==> src/rtl/svc_rv_fetch.sv <==
// svc_rv_fetch: instruction fetch stage in front of a synchronous-read
// instruction memory. Owns the PC, drives the memory enable/address, and
// pairs each returned word with the PC it was fetched from.
//
// Optional feature: define SVC_RV_FETCH_PERF_EN to add the perf_fetch_cnt /
// perf_stall_cnt counter outputs. Without it the ports do not exist.
//
// Handshake (out_*): a beat transfers on a cycle where out_valid & out_ready.
// Once out_valid is high, out_pc/out_instr stay stable until accepted, unless
// a redirect squashes the beat. out_valid never depends on out_ready.
// A redirect cycle always forces out_valid low, so a squashed beat can never
// be accepted.
//
// Stall is implemented by dropping imem_en: the memory output register holds
// the pending word, so no skid buffer is needed.
module svc_rv_fetch #(
  parameter int          AW       = 10,
  parameter logic [31:0] RESET_PC = 32'h0000_0000
) (
  input  logic          clk,
  input  logic          rst,
  output logic          imem_en,
  output logic [AW-1:0] imem_addr,
  input  logic [31:0]   imem_data,
  input  logic          redirect_valid,
  input  logic [31:0]   redirect_pc,
  output logic          out_valid,
  input  logic          out_ready,
  output logic [31:0]   out_pc,
  output logic [31:0]   out_instr
`ifdef SVC_RV_FETCH_PERF_EN
  ,
  output logic [31:0]   perf_fetch_cnt,
  output logic [31:0]   perf_stall_cnt
`endif
);

  // Next PC to fetch, in-flight/held flag, and PC of the word in imem_data.
  logic [31:0] pc_q;
  logic [31:0] pc_d;
  logic        vld_q;
  logic        vld_d;
  logic [31:0] pc_d_q;
  logic [31:0] pc_d_d;

  logic        advance;
  logic [31:0] fpc;

  // Fetch address selection, memory control and beat presentation.
  always_comb begin
    advance   = ~vld_q | out_ready | redirect_valid;
    // Misaligned redirect targets are word-aligned by clearing bits [1:0].
    fpc       = redirect_valid ? (redirect_pc & ~32'h0000_0003) : pc_q;
    imem_en   = advance & ~rst;
    imem_addr = fpc[AW+1:2];
    out_valid = vld_q & ~redirect_valid & ~rst;
    out_pc    = pc_d_q;
    out_instr = imem_data;
  end

  // Next-state: on advance, launch a read at fpc; otherwise hold everything.
  always_comb begin
    pc_d   = pc_q;
    vld_d  = vld_q;
    pc_d_d = pc_d_q;
    if (advance) begin
      pc_d   = fpc + 32'd4;
      vld_d  = 1'b1;
      pc_d_d = fpc;
    end
  end

  // State registers with synchronous active-high reset.
  always_ff @(posedge clk) begin
    if (rst) begin
      pc_q   <= RESET_PC;
      vld_q  <= 1'b0;
      pc_d_q <= 32'h0000_0000;
    end else begin
      pc_q   <= pc_d;
      vld_q  <= vld_d;
      pc_d_q <= pc_d_d;
    end
  end

`ifdef SVC_RV_FETCH_PERF_EN
  logic [31:0] fetch_cnt_q;
  logic [31:0] fetch_cnt_d;
  logic [31:0] stall_cnt_q;
  logic [31:0] stall_cnt_d;

  // Count accepted beats and cycles where a valid beat is back-pressured.
  always_comb begin
    fetch_cnt_d = fetch_cnt_q;
    stall_cnt_d = stall_cnt_q;
    if (out_valid & out_ready)  fetch_cnt_d = fetch_cnt_q + 32'd1;
    if (out_valid & ~out_ready) stall_cnt_d = stall_cnt_q + 32'd1;
  end

  // Counter registers; they wrap naturally at 2^32.
  always_ff @(posedge clk) begin
    if (rst) begin
      fetch_cnt_q <= 32'h0000_0000;
      stall_cnt_q <= 32'h0000_0000;
    end else begin
      fetch_cnt_q <= fetch_cnt_d;
      stall_cnt_q <= stall_cnt_d;
    end
  end

  assign perf_fetch_cnt = fetch_cnt_q;
  assign perf_stall_cnt = stall_cnt_q;
`endif

endmodule
==> config.mk <==
export PLATFORM = sky130hd
export DESIGN_NAME = svc_rv_fetch
export DESIGN_NICKNAME = d
export VERILOG_FILES = /design/src/rtl/svc_rv_fetch.sv
export SDC_FILE = /design/constraint.sdc
export NUM_CORES = 1
export LEC_CHECK = 0
export CELL_PAD_IN_SITES_DETAIL_PLACEMENT = 0
export CELL_PAD_IN_SITES_GLOBAL_PLACEMENT = 1
export CORE_UTILIZATION = 25
export CTS_BUF_LIST = sky130_fd_sc_hd__clkbuf_16
export CTS_CLUSTER_SIZE = 25
export DETAILED_ROUTE_END_ITERATION = 6
export GPL_TIMING_DRIVEN = 0
export PLACE_DENSITY = 0.75
export SLEW_MARGIN = 5
export SYNTH_ARGS = -nofsm -noshare
export SYNTH_HDL_FRONTEND = slang
export SYNTH_SLANG_ARGS = --single-unit
export TNS_END_PERCENT = 100
==> constraint.sdc <==
create_clock -name clk -period 3.7 [get_ports clk]
set_input_delay 0.37 -clock clk [delete_from_list [all_inputs] [get_ports clk]]
set_output_delay 0.37 -clock clk [all_outputs]
set_load 0.01 [all_outputs]
==> results of run 1 <==
-- placed cells by master, fill, tap and decap left out, types with 10 or more instances in the layout --
cell type	instances
a21oi_1	46
nand2_1	71
dfxtp_1	61
buf_4	45
nor2_1	47
mux2i_1	16
clkdlybuf4s50_1	105
nand3b_1	10
nor3_1	10
nand4_1	14
a211oi_1	21
clkbuf_1	17
xnor2_1	23
nand3_1	26
-- cell usage after synthesis, drive strengths merged --
master	count
nor2	48
nand4	15
mux2	7
and4	2
a22oi	4
nor4	3
dfxtp	61
a222oi	2
clkbuf	17
or3b	1
o21a	1
o22ai	4
or4	1
ha	1
o21bai	1
xnor2	23
o21ai	8
a21oi	46
nand4b	5
nand2b	3
nor3b	1
a311oi	1
xor2	9
mux2i	16
and2	2
nor3	10
a211oi	21
conb	1
o31ai	3
o311ai	1
buf	57
o211a	1
nand2	71
o31a	1
nand3	28
inv	9
clkinv	1
nor2b	1
a31oi	2
a221oi	1
and3	7
a21boi	1
nand3b	10
-- stage by stage --
step	setup TNS, ns	setup slack [ns]	util [%]
2_1_floorplan	0	1.12	-
6_report	0	0.552	36.5
5_1_grt	0	0.377	36.5
3_3_place_gp	-0.881	-0.160	34.5
4_1_cts	0	0.171	36.5
3_5_place_dp	-0.914	-0.162	34.5
-- cell families after synthesis --
logic type	after synthesis
compound gates	98
xor+xnor	32
fa+ha+maj	1
buf+inv	84
flops	61
mux	23
other cells	1
simple gates	208
-- critical path, delay by kind of cell --
family / cells / cell delay (ns)
fa+ha+maj: 1 / 0.25
simple gates: 4 / 0.65
mux: 1 / 0.21
compound gates: 1 / 0.22
buf+inv: 6 / 1.54
xor+xnor: 1 / 0.17
-- power breakdown --
part,internal (µW),switching (µW),leakage [µW]
logic,238,213,0.00149
clock network,579,310,0.000149
registers,705,38.5,0.000505
total,1520,561,0.00215
-- layer usage --
layer	GRT usage (%)	part of all wire (%)	up-vias
met4	6.37	1.5	0
met5	0	0	-
met3	3.35	6.3	15
met2	28.1	47	159
li1	-	-	1980
met1	22.0	46	1913
-- cell type report --
cell class | instances | area [µm²]
Multi-Input combinational cell | 364 | 2170
Clock buffer | 9 | 225
Fill cell | 1629 | 9680
Tap cell | 211 | 264
Clock inverter | 7 | 80.1
Sequential cell | 61 | 1220
Inverter | 10 | 37.5
Timing Repair Buffer | 106 | 1060
Buffer | 74 | 509
-- state kept, by name (all words and copies together) (netlist names) --
| signal | cells |
|---|---|
| pc_q | 30 |
| out_pc | 30 |
| vld_q | 1 |
-- path summary, 6_finish.rpt --
path / from / to
setup / recovery: redirect_valid / pc_q[26]
setup reg to reg: pc_q[4] / pc_q[29]
hold reg to reg: out_pc[21] / out_pc[21]
hold / removal: rst / pc_q[17]
==> reports/metrics.cfg, run 1 <==
[flow_run]
maxCapViolations=0

[yosys]
synth_seq_cells=61
yosys_warnings=0
synthCells=508
synthMuxAreaShare_pct=6.08
synth-compound-area-share_pct=15.7
syn_area_per_cell_um2=7.74
yosys-top-cells-area=dfxtp_1 (31%), buf_4 (8.6%), nand2_1 (6.8%)
yosysSeqAreaShare_pct=31.0
synth_area_um2=3930
yosysTopAreaCellShare_pct=31.0
yosysTopAreaCell=dfxtp_1
ys_types=51
yosys.area_share.xor_xnor_pct=7.12
synthSimpleGateAreaFrac_pct=25.8
synthAdderAreaFrac_pct=0.318
synth_top_family_by_area=simple AND/OR/NAND/NOR gates

[timing]
finalSetupViolCount=0
slew_viol_final=0
worst_pin_slew_ns=0.744
worst_hold_slack_ns=0.273
fin_crit_sh_pct=85.1
final_hold_viol_count=0
fmax_ghz=0.318
clock_skew_ns=0.0111
relSlewSlack_pct=50.4
min_period_ns=3.15
rsz0062_at_grt=no

[cts]
clkSinkCount=61
clockBufferDepth=2
post_cts_resized=1
clk_latency_ns=0.34
cts_setup_buffers=0
cts_tree=done
clk_pin_slew_ns=0.06
cts_hold_buf=0
clockRootBuffer=clkbuf_16
htreeDepth=3
cts_buffers=9

[power]
cellLeakagePower_uw=0.00215
vdd_ir_drop_max_mv=0.195
power_density_nw_per_um2=373
finalPower_uw=2080

[place]
dp_cells=826
io_buffer_count=106
place_congestion=0.911
place_area_um2=5260
dp_hpwl_um=10400

[floorplanning]
rows=45
dieWidth_um=127
ios=144
fp.coreArea_um2=15300
die_h_um=127
die_area_um2=16200
start_util_pct=25.8

[route]
vias_per_cell=4.83
dr.pass1.iters=5
drt_iter0_markers=258
drc_errors=0
postRouteAntennaNets=0
wl_um=13600
vias=4067
avgRoutedWirePerCell_um=16.2

[setup_path]
path_class=input pin to register
crit_path_start_kind=input pin
slowest_stage=and4_1
ff2ff_setup_slack_ns=1.33
worst_setup_path_end_kind=register
cp.arrival_ns=3.41
ff2ff_path_depth=7
worstPathCellList=dlymetal6s2s_1, clkbuf_4, buf_2, buf_4, buf_6, mux2_2, ha_1, nand4b_1, nand2_1, buf_2, and4_1, nand2_1, xor2_1, a211oi_1
slowest_delay_ns=0.32
worst-endpoint-required_ns=3.96
crit_fanout=10

[global_route]
grt_usage_pct=17.1
grt_max_degree=11
grt_pass1_wl_um=21400
grt_pass1_vias=4023
grt_overflow=0
antenna_found_initial=0

[status]
status=completed

[layout]
stdcell_count=842
postLayoutCellArea_um2=5580
n_antenna_cell=0
drive_above_1_share_pct=13.3
syn_to_final_growth_pct=41.7
nets=695

[hold_path]
holdPathStages=2
min_path_type=input pin to register

Power figures use the tool's default switching activity.
==> inputs of run 2 (changes only) <==
- CTS_CLUSTER_SIZE: 25 -> default
- TNS_END_PERCENT: 100 -> 50
==> results of run 2 <==
Same layout as run 1: the final DEF is identical, and so are final timing and power.
